===== src/rtl/lab4_branch_pkg.sv =====
// Shared types and helpers for the branch resolve queue: the entry layout
// and the circular-pointer advance.
package lab4_branch_pkg;

    localparam int unsigned BR_PC_NBITS = 32;

    typedef struct packed {
        logic [BR_PC_NBITS-1:0] pc;
        logic                   pred;
    } br_entry_t;

    function automatic int unsigned br_next_ptr(input int unsigned ptr, input int unsigned depth);
        return (ptr + 1) % depth;
    endfunction

endpackage


===== src/rtl/branch_resolve_queue_stats.sv =====
// Resolve/mispredict statistics and the sticky resolve-while-empty error flag.
module branch_resolve_queue_stats
    import lab4_branch_pkg::*;
#(
    parameter int unsigned CNT_NBITS = 16
) (
    input  logic                 clk,
    input  logic                 reset,
    input  logic                 res_fire,
    input  logic                 mispredict_next,
    input  logic                 res_empty_err,
    output logic [CNT_NBITS-1:0] resolve_cnt,
    output logic [CNT_NBITS-1:0] mispred_cnt,
    output logic                 err
);

    logic [CNT_NBITS-1:0] resolve_cnt_q;
    logic [CNT_NBITS-1:0] mispred_cnt_q;
    logic                 err_q;

    // Counters wrap freely; err only clears on reset.
    always_ff @(posedge clk or negedge reset) begin
        if (!reset) begin
            resolve_cnt_q <= '0;
            mispred_cnt_q <= '0;
            err_q         <= 1'b0;
        end else begin
            if (res_fire)        resolve_cnt_q <= resolve_cnt_q + 1'b1;
            if (mispredict_next) mispred_cnt_q <= mispred_cnt_q + 1'b1;
            if (res_empty_err)   err_q         <= 1'b1;
        end
    end

    assign resolve_cnt = resolve_cnt_q;
    assign mispred_cnt = mispred_cnt_q;
    assign err         = err_q;

endmodule


===== src/rtl/branch_resolve_queue.sv =====
// In-order queue of predicted branches; compares execute outcomes with the
// recorded prediction, drives predictor updates and flushes on mispredict.
module branch_resolve_queue
    import lab4_branch_pkg::*;
#(
    parameter int unsigned DEPTH     = 4,
    parameter int unsigned CNT_NBITS = 16
) (
    input  logic                       clk,
    input  logic                       reset,
    input  logic                       enq_val,
    output logic                       enq_rdy,
    input  logic [BR_PC_NBITS-1:0]     enq_pc,
    input  logic                       enq_pred,
    input  logic                       res_val,
    input  logic                       res_taken,
    input  logic                       squash,
    output logic                       upd_en,
    output logic                       upd_val,
    output logic [BR_PC_NBITS-1:0]     upd_pc,
    output logic                       mispredict,
    output logic [$clog2(DEPTH+1)-1:0] count,
    output logic [CNT_NBITS-1:0]       resolve_cnt,
    output logic [CNT_NBITS-1:0]       mispred_cnt,
    output logic                       err
);

    localparam int unsigned PW = $clog2(DEPTH);
    localparam int unsigned CW = $clog2(DEPTH + 1);
    localparam logic [CW-1:0] FULL_CNT = CW'(DEPTH);

    br_entry_t mem_q [DEPTH];

    logic [PW-1:0] head_q, head_d;
    logic [PW-1:0] tail_q, tail_d;
    logic [CW-1:0] count_q, count_d;

    logic                   upd_en_q, upd_val_q, mispredict_q;
    logic [BR_PC_NBITS-1:0] upd_pc_q;

    logic      enq_fire, res_fire, res_empty_err, mispredict_next, flush;
    br_entry_t head_entry;

    // Full blocks enqueue even when a resolve frees a slot this cycle.
    assign enq_rdy       = (count_q != FULL_CNT);
    assign enq_fire      = enq_val && enq_rdy;
    assign res_fire      = res_val && (count_q != '0);
    assign res_empty_err = res_val && (count_q == '0);

    assign head_entry      = mem_q[head_q];
    assign mispredict_next = res_fire && (head_entry.pred != res_taken);
    assign flush           = squash || mispredict_next;

    always_comb begin
        head_d  = head_q;
        tail_d  = tail_q;
        count_d = count_q;
        if (flush) begin
            head_d  = '0;
            tail_d  = '0;
            count_d = '0;
        end else begin
            if (enq_fire) tail_d = PW'(br_next_ptr(32'(tail_q), DEPTH));
            if (res_fire) head_d = PW'(br_next_ptr(32'(head_q), DEPTH));
            count_d = count_q + CW'(enq_fire) - CW'(res_fire);
        end
    end

    // Entry storage is left unreset; it is only consumed when count != 0.
    always_ff @(posedge clk) begin
        if (enq_fire && !flush) begin
            mem_q[tail_q] <= '{pc: enq_pc, pred: enq_pred};
        end
    end

    always_ff @(posedge clk or negedge reset) begin
        if (!reset) begin
            head_q       <= '0;
            tail_q       <= '0;
            count_q      <= '0;
            upd_en_q     <= 1'b0;
            upd_val_q    <= 1'b0;
            upd_pc_q     <= '0;
            mispredict_q <= 1'b0;
        end else begin
            head_q       <= head_d;
            tail_q       <= tail_d;
            count_q      <= count_d;
            upd_en_q     <= res_fire;
            mispredict_q <= mispredict_next;
            if (res_fire) begin
                upd_val_q <= res_taken;
                upd_pc_q  <= head_entry.pc;
            end
        end
    end

    assign upd_en     = upd_en_q;
    assign upd_val    = upd_val_q;
    assign upd_pc     = upd_pc_q;
    assign mispredict = mispredict_q;
    assign count      = count_q;

    branch_resolve_queue_stats #(
        .CNT_NBITS(CNT_NBITS)
    ) u_stats (
        .clk            (clk),
        .reset          (reset),
        .res_fire       (res_fire),
        .mispredict_next(mispredict_next),
        .res_empty_err  (res_empty_err),
        .resolve_cnt    (resolve_cnt),
        .mispred_cnt    (mispred_cnt),
        .err            (err)
    );

endmodule


===== config.mk =====
export PLATFORM = sky130hd
export DESIGN_NAME = branch_resolve_queue
export DESIGN_NICKNAME = d
export VERILOG_FILES = /design/src/rtl/lab4_branch_pkg.sv /design/src/rtl/branch_resolve_queue_stats.sv /design/src/rtl/branch_resolve_queue.sv
export SDC_FILE = /design/constraint.sdc
export NUM_CORES = 1
export LEC_CHECK = 0
export CAP_MARGIN = 5
export CELL_PAD_IN_SITES_DETAIL_PLACEMENT = 0
export CELL_PAD_IN_SITES_GLOBAL_PLACEMENT = 2
export CORE_MARGIN = 1
export CORE_UTILIZATION = 42
export DETAILED_ROUTE_END_ITERATION = 8
export GPL_ROUTABILITY_DRIVEN = 0
export PLACE_DENSITY_LB_ADDON = 0.2
export SLEW_MARGIN = 25
export SYNTH_ARGS = -nofsm -noshare
export SYNTH_HDL_FRONTEND = slang
export SYNTH_SLANG_ARGS = --single-unit
export TNS_END_PERCENT = 5

===== constraint.sdc =====
create_clock -name clk -period 6.41 [get_ports clk]
set_input_delay 1.6025 -clock clk [delete_from_list [all_inputs] [get_ports clk]]
set_output_delay 1.6025 -clock clk [all_outputs]
set_load 0.005 [all_outputs]

==> results of run 1 <==
## cell families after synthesis
logic type               Yosys count
multiplexers                      38
AO/OA/AOI/OAI                      5
AND/OR/NAND/NOR                  185
adder cells (fa/ha/maj)            9
flip-flops                       207
XOR/XNOR                          35
buffers and inverters             32
## cells in the mapped netlist, drive strengths merged (2+ instances only)
cell / count / area share, %
mux2i: 4 / 0.69
buf: 15 / 1.1
mux2: 2 / 0.37
clkbuf: 6 / 0.28
dfrtp: 75 / 23
inv: 11 / 0.51
ha: 8 / 1.2
nand4: 14 / 1.1
and2: 3 / 0.23
mux4: 32 / 8.9
nand2: 111 / 5.1
xor2: 10 / 1.1
nor4: 2 / 0.15
edfxtp: 132 / 49
and4: 3 / 0.32
nor2: 10 / 0.46
nand3: 16 / 0.99
nor3: 12 / 0.74
xnor2: 25 / 2.7
and3: 10 / 0.77
## metal layers
metal	global-route usage (%)	vias to the layer above	routed length (um)
met5	0	-	0
met2	27.6	124	7620
met3	3.19	22	807
met4	4.12	0	251
met1	22.5	2264	6870
li1	-	2084	-
## area by class of cell
cell class              count  area, um2
flip-flops and latches    207       5840
well taps                 260        325
multi-input cells         272       2120
inverters                  11       41.3
fillers                  1536       8650
repair buffers            112       1120
clock inverters            14        196
clock buffers              23        543
## sequential cells by signal, indices dropped and copies added (netlist names)
signal	count
mem_q	132
upd_pc	32
u_stats.mispred_cnt	16
u_stats.resolve_cnt	16
count	3
head_q	2
tail_q	2
mispredict	1
u_stats.err	1
upd_en	1
upd_val	1
## final timing paths
path                                               from                       to  slack [ns]  depth (start not counted)
worst max-delay path                            res_val              mem_q[2][4]        1.92                          6
worst min-delay path            u_stats.mispred_cnt[15]  u_stats.mispred_cnt[15]        0.47                          1
worst max register to register                 count[2]              mem_q[2][4]        2.86                          5
worst min register to register  u_stats.mispred_cnt[15]  u_stats.mispred_cnt[15]        0.47                          1
max in group asynchronous                         reset                head_q[1]        4.75                          1
min in group asynchronous                         reset  u_stats.resolve_cnt[14]        1.15                          1
## power by group
part	internal (mW)	leakage, nW	switching (mW)	total [mW]
Clock	0.782	0.353	0.516	1.30
Sequential	1.63	2.16	0.142	1.78
Combinational	0.461	1.27	0.388	0.849
## stage by stage
stage	hold slack (ns)	instances
6_report	0.472	899
4_1_cts	0.476	899
5_1_grt	0.486	899
2_1_floorplan	0.451	511
3_3_place_gp	0.440	862
3_5_place_dp	0.461	862
==> impl_metrics.toml, run 1 <==
[route]
dr_total_vias = 4494
dr.pass1.iters = 4
drt-total-wl_um = 15600
wire_per_inst_um = 17.3
drc = 0
vias_per_cell = 5.00
ant_nets = 0
drt_iter0_markers = 218

[setup_path]
path_cells = "clkdlybuf4s50_1 -> o31ai_4 -> buf_4 -> inv_2 -> a31oi_1 -> and3_2"
critPathTopFamily = "buffers and inverters"
crit_path_start_kind = "primary input"
crit_path_top_delay_cell = "and3_2"
cp.required_ns = 6.53
cp-end-kind = "flop"
cp_max_fo = 49
critPathArrivalTime_ns = 4.61
cp.buffers_inverters = 3
worstSetupPathType = "in -> reg"
worst_path_largest_cell_delay_ns = 0.87

[pwr]
p_leak_nw = 3.79
ir_drop_mv = 0.224
p_per_area_mw_per_mm2 = 385
p_total_mw = 3.92

[worst_hold_path]
hp-class = "reg -> reg"

[synth]
avgSynthCellArea_um2 = 15.9
yosys.area_share.simple_pct = 10.2
muxShareOfSynthArea_pct = 9.96
synth_compound_area_share_pct = 0.617
synth_area_mm2 = 0.00811
synth_edf_count = 132
async_reset_ff_share_pct = 36.2
synthAdderAreaFrac_pct = 1.48
synthCells = 511
ys_types = 36
synth_ff_type = "edfxtp_1"
seq_area_frac_synth_pct = 72.1
synth_nets = 559
synth_xor_area_share_pct = 3.78
synth_top_family_by_area = "simple AND/OR/NAND/NOR gates"
synth-seq-cells = 207
yosysWarnings = 0

[clocking]
post_cts_resized = 0
clkSinkCount = 207
clk_latency_ns = 0.49
cts_tree = "built"
cts_root_buf = "clkbuf_16"
cts_buffers = 21
clkTransAtPathRegs_ns = 0.06
postCtsSetupRepairBufs = 0
cts-htree-levels = 1
hold_buffers = 0
clockBufferDepth = 3

[finish]
final_cell_mix = "edfxtp_1, nand2_1, clkdlybuf4s50_1, dfrtp_1, mux4_2"
nNetsFinal = 673
post-route-util_pct = 54.1
layout-drive-gt1-share_pct = 13.1
layout_commonest_cell = "edfxtp_1"
final_cell_area_mm2 = 0.0102
num_antenna_cells = 0
area_delta_synth_final_pct = 25.7

[die]
num_io_pins = 111
rows = 50
die_w_um = 141
die-area_mm2 = 0.0199
core_area_mm2 = 0.0188
die_y_um = 141
initial_utilization_pct = 43.0

[timing]
max_freq_mhz = 223
slew_violations = 0
grt_setup_unrepaired = "false"
period_minus_slack_ns = 4.49
finalSetupTns_ns = 0
skew_ns = 0.00763
finalHoldViolCount = 0
period_share_pct = 70.1
worstMarginPinSlew_ns = 0.936
finalSetupViolCount = 0
layout_setup_ws_ns = 1.92
slew_headroom_pct = 37.6

[run]
max-cap-violations = 0

[global_route]
grt_use_total_pct = 16.5
grt_pass1_vias = 4777
antenna_found_initial = 0
grt_overflow = 0
grt_max_degree = 76
grt_pass1_wl_um = 25600

[placement]
dp_hpwl_um = 9280
place_ws_ns = 1.29
placed_cell_area_mm2 = 0.00944
port_buffers = 110

[outcome]
status = "finished, final reports clean"
No activity file was read; power rests on OpenSTA's default activity.
==> inputs of run 2 (changes only) <==
CORE_UTILIZATION = 35   (was 42)
clock period = 3.6 ns   (was 6.41 ns; I/O delays follow)
==> run 2 against run 1 <==
Via count rose by 1.6%; critical path depth down 4; routed wire length increased by 5.8%; hold slack got worse by 0.059 ns; final cell count grew 4.9%; die area is 20% higher; register-to-register slack worse by 1.8 ns; sequential share of layout area is 1.0 points lower; sequential cell count unchanged; global-route usage is 2.3 points lower; largest power group unchanged.
==> impl_metrics.toml, run 2 (synthesis gave the netlist of run 1 again) <==
[route]
dr.pass1.iters = 4
drt_iter0_markers = 204
dr_total_vias = 4564
wire_per_inst_um = 17.5
drt-total-wl_um = 16500
ant_nets = 0
drc = 0
vias_per_cell = 4.84

[outcome]
status = "finished, final reports clean"

[pwr]
clock_power_share_pct = 32.2
p_per_area_mw_per_mm2 = 674
ir_drop_mv = 0.316
internal_power_mw = 5.09
switchingPower_mw = 1.90
p_total_mw = 6.99
comb_power_share_pct = 22.5
p_sw_share_pct = 27.2
seqPwrFrac_pct = 45.3
p_leak_nw = 3.87

[timing]
max_freq_mhz = 351
worstMarginPinSlew_ns = 0.730
skew_ns = 0.0133
whs_ns = 0.413
finalHoldViolCount = 0
period_share_pct = 79.1
grt_setup_unrepaired = "false"
period_minus_slack_ns = 2.85
finalSetupViolCount = 0
slew_headroom_pct = 51.3
slew_violations = 0
layout_setup_ws_ns = 0.751
finalSetupTns_ns = 0

[placement]
dp_hpwl_um = 10500
port_buffers = 110
placed_cell_area_mm2 = 0.00963
place_ws_ns = 0.381

[die]
die_y_um = 154
initial_utilization_pct = 35.8
core_area_mm2 = 0.0226
die_w_um = 154
num_io_pins = 111
die-area_mm2 = 0.0238
rows = 55

[finish]
final_cell_area_mm2 = 0.0104
layout-drive-gt1-share_pct = 14.6
num_antenna_cells = 0
nNetsFinal = 689
top_register = "mem_q"
area_delta_synth_final_pct = 28.0
largest_register_ffs = 132
final_cell_mix = "edfxtp_1, nand2_1, clkdlybuf4s50_1, dfrtp_1, mux4_2"
layout_commonest_cell = "edfxtp_1"

[clocking]
cts_buffers = 23
clockBufferDepth = 3
cts-htree-levels = 1
clkSinkCount = 207
cts_tree = "built"
hold_buffers = 0
post_cts_resized = 0
postCtsSetupRepairBufs = 0
clk_latency_ns = 0.51
clkTransAtPathRegs_ns = 0.06
cts_root_buf = "clkbuf_16"

[global_route]
grt_use_total_pct = 14.2
grt_pass1_wl_um = 26300
antenna_found_initial = 0
grt_overflow = 0
grt_max_degree = 76
grt_pass1_vias = 4866

[setup_path]
crit_path_top_delay_cell = "or3b_2"
cp_max_fo = 7
cp-end-kind = "output pin"
cp.required_ns = 2.70
critPathTopFamily = "simple AND/OR/NAND/NOR gates"
worst_path_largest_cell_delay_ns = 0.51
worstSetupPathType = "reg -> out"
path_cells = "or3b_2 -> clkdlybuf4s50_1"
critPathArrivalTime_ns = 1.95
crit_path_start_kind = "flop"
cp.buffers_inverters = 1

[run]
max-cap-violations = 0

[worst_hold_path]
hp-class = "in -> async"
-- run 2: area by class of cell --
class | count | area, um2
clock buffers | 31 | 636
flip-flops and latches | 207 | 5840
fillers | 1969 | 12300
well taps | 285 | 357
multi-input cells | 272 | 2120
clock inverters | 11 | 104
inverters | 11 | 41.3
repair buffers | 126 | 1270
-- run 2: metal layers --
layer	share of wire (%)	GRT usage [%]	vias up
met1	45	18.8	2291
met4	1.6	3.76	0
met2	49	24.1	127
met3	4.2	2.69	21
met5	0	0	-
li1	-	-	2125
-- run 2: through the flow --
stage                     util (%)  cells
after floorplan                  -    511
after global placement        42.5    901
after detailed placement      42.5    901
after CTS                     45.8    943
after global routing          45.8    943
final                         45.8    943
-- run 2: power by group through the flow --
stage | Combinational [mW] | Sequential, mW | Clock, mW
detailed placement | 1.61 | 3.22 | 0
finish | 1.57 | 3.17 | 2.25
global placement | 1.59 | 3.21 | 0
floorplan | 0.773 | 3.17 | 0
CTS | 1.62 | 3.17 | 2.31
global route | 1.75 | 3.22 | 2.40
-- run 2: final timing paths --
| check | depth (start not counted) | end | startpoint | slack (ns) |
|---|---|---|---|---|
| min in group clk | 1 | u_stats.err | u_stats.err | 0.46 |
| hold / removal | 1 | u_stats.resolve_cnt[13] | reset | 0.41 |
| setup / recovery | 2 | enq_rdy | count[1] | 0.75 |
| hold reg to reg | 1 | u_stats.err | u_stats.err | 0.46 |
| setup reg to reg | 10 | count[2] | count[1] | 1.10 |
| max in group asynchronous | 1 | head_q[0] | reset | 2.62 |
